### src/rtl/gpu_cmd_queue.sv
// gpu_cmd_queue: buffers drawing/clearing commands in a DEPTH-entry FIFO and
// hands them one at a time to a GPU through registered ctrl_* fields and a
// one-cycle ctrl_draw / ctrl_clear strobe, then waits for gpu_busy to drop.
//
// Ports:
//   clk, reset_n          sole clock, asynchronous active-low reset
//   cmd_valid/cmd_ready   command push handshake; cmd_* fields form one entry
//   flush                 drops queued (not yet issued) commands
//   queue_level           number of entries held in the FIFO
//   queue_idle            nothing queued, nothing in flight, GPU not busy
//   ctrl_*                command fields presented to the GPU
//   ctrl_draw/ctrl_clear  one-cycle issue strobes
//   gpu_busy              GPU is processing the issued command
//   stat_done             completed-command counter
//
// Build option: define GPU_CMD_QUEUE_STATS_EN to build the stat_done counter;
// without it stat_done is tied to zero.
module gpu_cmd_queue #(
  parameter int unsigned FB_WIDTH  = 400,
  parameter int unsigned FB_HEIGHT = 240,
  parameter int unsigned DEPTH     = 8,
  localparam int unsigned XW = $clog2(FB_WIDTH) + 2,
  localparam int unsigned YW = $clog2(FB_HEIGHT) + 2,
  localparam int unsigned LW = $clog2(DEPTH) + 1
) (
  input  logic          clk,
  input  logic          reset_n,
  input  logic          cmd_valid,
  output logic          cmd_ready,
  input  logic          cmd_op,
  input  logic [31:0]   cmd_address,
  input  logic [15:0]   cmd_address_x,
  input  logic [15:0]   cmd_address_y,
  input  logic [15:0]   cmd_image_width,
  input  logic [XW-1:0] cmd_width,
  input  logic [YW-1:0] cmd_height,
  input  logic [XW-1:0] cmd_x,
  input  logic [YW-1:0] cmd_y,
  input  logic [15:0]   cmd_color,
  input  logic          flush,
  output logic [LW-1:0] queue_level,
  output logic          queue_idle,
  output logic [31:0]   ctrl_address,
  output logic [15:0]   ctrl_address_x,
  output logic [15:0]   ctrl_address_y,
  output logic [15:0]   ctrl_image_width,
  output logic [XW-1:0] ctrl_width,
  output logic [YW-1:0] ctrl_height,
  output logic [XW-1:0] ctrl_x,
  output logic [YW-1:0] ctrl_y,
  output logic [15:0]   ctrl_clear_color,
  output logic          ctrl_draw,
  output logic          ctrl_clear,
  input  logic          gpu_busy,
  output logic [31:0]   stat_done
);

  localparam int unsigned PW = $clog2(DEPTH);

  typedef struct packed {
    logic          op;
    logic [31:0]   address;
    logic [15:0]   address_x;
    logic [15:0]   address_y;
    logic [15:0]   image_width;
    logic [XW-1:0] width;
    logic [YW-1:0] height;
    logic [XW-1:0] x;
    logic [YW-1:0] y;
    logic [15:0]   color;
  } entry_t;

  typedef enum logic [1:0] {IDLE, LOAD, PULSE, WAIT} state_t;

  entry_t          mem [DEPTH];
  entry_t          head;
  logic [PW-1:0]   wr_ptr;
  logic [PW-1:0]   rd_ptr;
  logic [LW-1:0]   level;
  state_t          state;
  logic            cur_op;
  logic            push;
  logic            pop;

  assign cmd_ready   = (level != LW'(DEPTH));
  assign queue_level = level;
  assign queue_idle  = (state == IDLE) && (level == '0) && !gpu_busy;
  assign head        = mem[rd_ptr];

  // flush wins over both a same-cycle push and a same-cycle pop
  assign push = cmd_valid && cmd_ready && !flush;
  assign pop  = (state == IDLE) && (level != '0) && !gpu_busy && !flush;

  // Storage carries no reset: a reset empties the queue through level/pointers.
  always_ff @(posedge clk) begin
    if (push) begin
      mem[wr_ptr] <= '{op: cmd_op, address: cmd_address, address_x: cmd_address_x,
                       address_y: cmd_address_y, image_width: cmd_image_width,
                       width: cmd_width, height: cmd_height, x: cmd_x, y: cmd_y,
                       color: cmd_color};
    end
  end

  always_ff @(posedge clk or negedge reset_n) begin
    if (!reset_n) begin
      wr_ptr           <= '0;
      rd_ptr           <= '0;
      level            <= '0;
      state            <= IDLE;
      cur_op           <= 1'b0;
      ctrl_address     <= '0;
      ctrl_address_x   <= '0;
      ctrl_address_y   <= '0;
      ctrl_image_width <= '0;
      ctrl_width       <= '0;
      ctrl_height      <= '0;
      ctrl_x           <= '0;
      ctrl_y           <= '0;
      ctrl_clear_color <= '0;
      ctrl_draw        <= 1'b0;
      ctrl_clear       <= 1'b0;
    end else begin
      if (flush) begin
        wr_ptr <= '0;
        rd_ptr <= '0;
        level  <= '0;
      end else begin
        if (push) wr_ptr <= wr_ptr + 1'b1;
        if (pop)  rd_ptr <= rd_ptr + 1'b1;
        case ({push, pop})
          2'b10:   level <= level + 1'b1;
          2'b01:   level <= level - 1'b1;
          default: level <= level;
        endcase
      end

      case (state)
        IDLE: begin
          if (pop) begin
            cur_op           <= head.op;
            ctrl_address     <= head.address;
            ctrl_address_x   <= head.address_x;
            ctrl_address_y   <= head.address_y;
            ctrl_image_width <= head.image_width;
            ctrl_width       <= head.width;
            ctrl_height      <= head.height;
            ctrl_x           <= head.x;
            ctrl_y           <= head.y;
            // a draw keeps the last clear colour
            if (head.op) ctrl_clear_color <= head.color;
            state <= LOAD;
          end
        end
        LOAD: begin
          ctrl_draw  <= !cur_op;
          ctrl_clear <= cur_op;
          state      <= PULSE;
        end
        PULSE: begin
          ctrl_draw  <= 1'b0;
          ctrl_clear <= 1'b0;
          state      <= WAIT;
        end
        WAIT: begin
          if (!gpu_busy) state <= IDLE;
        end
        default: state <= IDLE;
      endcase
    end
  end

`ifdef GPU_CMD_QUEUE_STATS_EN
  logic [31:0] done_cnt;

  // counts on the edge that leaves WAIT; wraps naturally at 2^32
  always_ff @(posedge clk or negedge reset_n) begin
    if (!reset_n) begin
      done_cnt <= '0;
    end else if ((state == WAIT) && !gpu_busy) begin
      done_cnt <= done_cnt + 32'd1;
    end
  end

  assign stat_done = done_cnt;
`else
  assign stat_done = '0;
`endif

endmodule
### config.mk
export PLATFORM = sky130hd
export DESIGN_NAME = gpu_cmd_queue
export DESIGN_NICKNAME = d
export VERILOG_FILES = /design/src/rtl/gpu_cmd_queue.sv
export SDC_FILE = /design/constraint.sdc
export NUM_CORES = 1
export LEC_CHECK = 0
export ABC_CLOCK_PERIOD_IN_PS = 17700
export BUFFER_PORTS_ARGS = -buffer_cell sky130_fd_sc_hd__buf_4
export CORE_MARGIN = 1.5
export CORE_UTILIZATION = 55
export CTS_CLUSTER_SIZE = 10
export DETAILED_ROUTE_END_ITERATION = 8
export PLACE_DENSITY = 0.71
export SYNTH_ARGS = -nofsm -noshare
export SYNTH_HDL_FRONTEND = slang
export SYNTH_SLANG_ARGS = --single-unit
### constraint.sdc
create_clock -name clk -period 17.7 [get_ports clk]
set_input_delay 2.655 -clock clk [delete_from_list [all_inputs] [get_ports clk]]
set_output_delay 2.655 -clock clk [all_outputs]
set_load 0.01 [all_outputs]
; After elaboration in Yosys (flattened, before gate mapping)
; Memory sizes are Yosys's and may differ from the RTL's.
; Index checks and enable logic that the tools add are counted.
[totals]
regBits = 153
mem_bits_rw = 1112
input_bits = 144
out_inout_bits = 178
word_cells = 62
mem_count = 1
[op_classes]
addsub = 4
n_eq_ne = 8
muxes = 13
n_reduce_logical = 20
[memory_table]
columns = memory, depth, word_bits, rd, rd_clocked_by_memory_dff, write_ports, line_no
row1 = mem, 8, 139, 1, 0, 1, 75  ; entry_t mem [DEPTH];
[op_table]
columns = op, n
row1 = two-way mux 3 bit, 4
row2 = one-hot mux 2 bit (4 select lines), 1
row3 = one-hot mux 4 bit (2 select lines), 1
row4 = logical AND 1 bit, 7
row5 = "adder 3 x 1 -> 3 bit, second input constant", 2
row6 = "== test 2 bit, second input constant", 3
row7 = nonzero test 2 bit, 3
row8 = "adder 4 x 1 -> 4 bit, second input constant", 1
row9 = "== test 2 x 1 -> 1 bit, second input constant", 2
row10 = logical NOT 4 bit, 1
row11 = two-way mux 2 bit, 2
row12 = two-way mux 4 bit, 1
row13 = "!= test 2 bit, second input constant", 2
row14 = "!= test 4 bit, second input constant", 1
row15 = one-hot mux 1 bit (2 select lines), 2
row16 = AND reduction 2 bit, 2
row17 = nonzero test 4 bit, 1
row18 = "subtractor 4 x 1 -> 4 bit, second input constant", 1
row19 = logical NOT 1 bit, 3
row20 = AND reduction 3 bit, 1
row21 = nonzero test 3 bit, 1
row22 = logical NOT 2 bit, 1
row23 = two-way mux 1 bit, 2

; Depth between registers and ports, before layout
[depth]
depth_word = 7
depth_mapped = 13
depth_no_buf = 10

; Worst setup path after synthesis
; Ideal clock, no wire load.
[synth_path]
path_type = input to register
startpoint = input port flush
endpoint = memory mem[0][0] in the netlist's numbering, enable pin
setup_ns = 1.026
arrival_time_ns = 17.167
required_ns = 16.674
setup_slack_ns = -0.493
cell_stages = 3
n_path_buf = 1
cell_sequence = clkbuf_1 > nor2_1 > nor4b_1
[synth_between]
elab_chain_len = 4
[synth_lines]
columns = item, line_no
row1 = start: declaration, 40  ; input logic flush,
row2 = logical NOT 1 bit, 91  ; assign push = cmd_valid && cmd_ready && !flush;
row3 = logical AND 1 bit, 91
row4 = two-way mux 1 bit, 96  ; if (push) begin
row5 = two-way mux 1 bit (implied by the code), 97  ; mem[wr_ptr] <= '{op: cmd_op, address: cmd_address, address_x: cmd_address_x,
row6 = end: declaration, 75
; No other way between the ends.

; Worst setup path after layout
[layout_path]
startpoint = input port gpu_busy
endpoint = output port queue_idle
[layout_between]
elab_chain_len = 2
[layout_lines]
columns = item, line_no
row1 = start: declaration, 54  ; input logic gpu_busy,
row2 = logical NOT 1 bit, n/a
row3 = logical AND 1 bit, 87  ; assign queue_idle = (state == IDLE) && (level == '0) && !gpu_busy;
row4 = end: declaration, 42  ; output logic queue_idle,
; No other way between the ends.

==> key figures <==
Outcome
  – Outcome: finished, final reports clean

Die
  – Die ar.: 0.0884 sq mm
  – Top Ports: about 320
  – Row cnt: 107
  – Core ar.: about 0.086 sq mm
  – Die width: 297 microns
  – Die Height: slightly below 300 microns
  – Initial Util: ~56%

Critical path
  – Reg-to-reg endpoint: ctrl_address_y[2]
  – Critical Path Sink: queue_idle
  – Startpoint types: input pin
  – Setup slack, reg-to-reg: between 10 and 15 ns
  – Reg2Reg Launch Point: rd_ptr[0]
  – Reg2reg path depth: 6
  – Worst setup EP type: output pin
  – WS Path Type: input pin to output pin
  – CP Data Arrival Time: around 3.4 ns
  – CP max FO: 8
  – Critical Path RT: approximately 15 ns
  – Critical path startpoint: gpu_busy

GRT
  – Largest net degree at the start of global routing: ~210
  – Total Routing Usage GR: between 20% and 30%
  – GRT Residual Overflow: 0
  – First-pass GRT wire length: approximately 150000 microns
  – Initial antenna violation count: 19
  – Vias in the first global route: 23916

Clock tree
  – Clk slew on worst S/H paths: around 0.05 ns
  – Post-CTS Hold Fix Bufs: 0
  – Clock root buffer: clkbuf_16
  – Postcts setup bufs: 0
  – Clk_lat worst skew: roughly 0.72 ns
  – Clk buf depth: 3
  – CTS resizes: 0
  – Clk sinks: around 1300
  – CTS buffer count: around 150
  – H-tree depth: 4
  – TritonCTS clock tree: done

Flow run
  – Maxcap violations: 0

STA
  – Slew @ Worst Pin: around 1.2 ns
  – Setup ws final: 11.60 ns
  – WHS: roughly 0.48 ns
  – Setup-failing EPs final: 0
  – Slew headroom: 19.4%
  – Slew Limit Fails: 0
  – Minimum clock period: approximately 6 ns
  – RSZ-0062 raised after global routing: false
  – Final total negative setup slack: 0 ns
  – Clock skew: 0.0175 ns
  – Fmax: approximately 160 MHz
  – Final worst path period share: between 30% and 40%
  – Final hold violations: 0

Placement
  – Final GP Congestion: 0.747
  – Port buffer count: 289
  – Pre-CTS setup slack: approximately 11 ns
  – Hpwl dp: 50600 microns

Logic synthesis
  – #FFs+latches synth: between 1000 and 1500
  – Warnings, synthesis: 0
  – Mapped Cells: 2181
  – Synthesized area per cell: 21.8 sq um
  – Post-Syn Area: ~0.048 sq mm
  – Sequential share of the synthesized area: between 70 and 80%
  – Post-synth cell types: 48

Routing
  – # DRC: 0
  – Via count: roughly 22000
  – Routed wire length: 98200 microns
  – DRT iter0 DRCs: around 1800
  – Number of routed nets with antenna violations: 0
  – Via/cell ratio: 5.85
  – TritonRoute pass-1 iters: 7
  – Routed WL per cell: between 20 and 30 microns

Cells and area
  – Filler cell count: roughly 5700
  – Nets: 2697
  – Share of layout cells above drive strength 1: a little under a third
  – Area growth, synth to finish: 15.9%

Pwr
  – P per Cell Area: 131 mW/mm^2
  – Peak supply drop: roughly 0.00011 V
  – LEAKAGE: about 18 nW

Hold path
  – Hold Crit Class: register to register
[critical path, stage by stage]
cell	delay (ns)
buf_4	0.13
nand2b_1	0.32
nor2_1	0.20
buf_4	0.14
[layer usage]
metal,GRT usage (%),vias to the layer above,routed length (microns)
met4,7.40,30,2340
li1,-,9598,-
met1,30.2,11757,40200
met2,37.4,678,49100
met5,0,-,203
met3,5.56,187,6340
[power breakdown]
| part | internal, mW | leakage, nW | switching, mW |
|---|---|---|---|
| Sequential | 3.46 | 12.0 | 0.145 |
| Clock | 1.59 | 2.04 | 1.11 |
| Combinational | 0.476 | 4.25 | 0.469 |
[cell usage after synthesis (all sizes together)]
master | number | share of area (%)
a2111o | 1 | 0.024
a211oi | 3 | 0.058
a21oi | 4 | 0.042
a22oi | 2 | 0.071
a31oi | 1 | 0.013
a41o | 1 | 0.021
buf | 107 | 1.4
clkbuf | 35 | 0.28
conb | 1 | 0.0079
dfrtp | 153 | 8.0
edfxtp | 1112 | 70
ha | 8 | 0.21
inv | 5 | 0.039
mux2 | 35 | 0.83
mux2i | 127 | 2.7
mux4 | 276 | 13
nand2 | 131 | 1.0
nand2b | 1 | 0.013
nand3 | 4 | 0.042
nand3b | 3 | 0.047
nand4 | 1 | 0.026
nor2 | 16 | 0.13
nor2b | 3 | 0.039
nor3 | 7 | 0.074
nor3b | 1 | 0.016
nor4 | 3 | 0.071
nor4b | 2 | 0.068
o211ai | 2 | 0.032
o21a | 1 | 0.016
o21ai | 126 | 1.3
o32ai | 1 | 0.018
or3 | 1 | 0.024
or3b | 1 | 0.018
or4 | 1 | 0.024
xnor2 | 2 | 0.037
xor2 | 3 | 0.055
[stage by stage]
step	util [%]	power, mW	std cells	instance area (sq um)
after global routing	64.5	7.52	3803	55200
final	64.5	7.24	3803	55200
after floorplan	-	4.17	2212	47800
after detailed placement	59.5	4.63	3542	50900
after global placement	59.5	4.59	3542	50900
after CTS	64.5	7.33	3800	55200
[worst min-delay path by stage]
stage	startpoint	end	slack [ns]	cells after the start
after detailed placement	ctrl_address_y[13]	ctrl_address_y[13]	0.47	2
after CTS	ctrl_address_y[13]	ctrl_address_y[13]	0.48	2
after global placement	ctrl_x[10]	ctrl_x[10]	0.46	2
after floorplan	cur_op	cur_op	0.47	2
after global routing	ctrl_address[10]	ctrl_address[10]	0.51	2
final	ctrl_address_y[15]	ctrl_address_y[15]	0.48	2
[registers in the layout, indices dropped and copies added, names as in the netlist]
register          count
mem                1112
ctrl_address         32
ctrl_address_x       16
ctrl_address_y       16
ctrl_clear_color     16
ctrl_image_width     16
ctrl_width           11
ctrl_x               11
ctrl_height          10
ctrl_y               10
queue_level           4
rd_ptr                3
wr_ptr                3
state                 2
ctrl_clear            1
ctrl_draw             1
cur_op                1
[cell usage in the layout, fill, tap and decap left out, types with 5 or more instances in the layout]
master	count
nor2_1	12
nand2_1	131
dfrtp_1	150
clkbuf_8	5
mux4_2	276
ha_1	8
edfxtp_1	1112
mux2_2	34
clkbuf_1	94
mux2i_1	127
buf_4	325
clkbuf_16	149
inv_6	7
o21ai_0	125
conb_1	32
[layout make-up]
| cell class | count | area [sq um] | area share (%) |
|---|---|---|---|
| Sequential cell | 1265 | 37200 | 67.4 |
| Multi-Input combinational cell | 800 | 9750 | 17.7 |
| Clock buffer | 247 | 4140 | 7.49 |
| Timing Repair Buffer | 328 | 2490 | 4.52 |
| Tap cell | 1144 | 1430 | 2.59 |
| Clock inverter | 11 | 134 | 0.243 |
| Inverter | 5 | 18.8 | 0.0340 |
| Antenna cell | 3 | 7.51 | 0.0136 |
[cell families (layout without fill, tap and decap cells)]
| logic type | Yosys count | in the layout | share of synthesized area (%) |
|---|---|---|---|
| XOR/XNOR | 5 | 5 | 0.0920 |
| other | 1 | 35 | 0.00787 |
| AND/OR/NAND/NOR | 175 | 175 | 1.63 |
| buffers and inverters | 147 | 591 | 1.76 |
| AO/OA/AOI/OAI | 142 | 142 | 1.62 |
| flip-flops | 1265 | 1265 | 78.1 |
| adder cells (fa/ha/maj) | 8 | 8 | 0.210 |
| multiplexers | 438 | 438 | 16.5 |
Note: power is estimated with default switching activity, not from simulation.
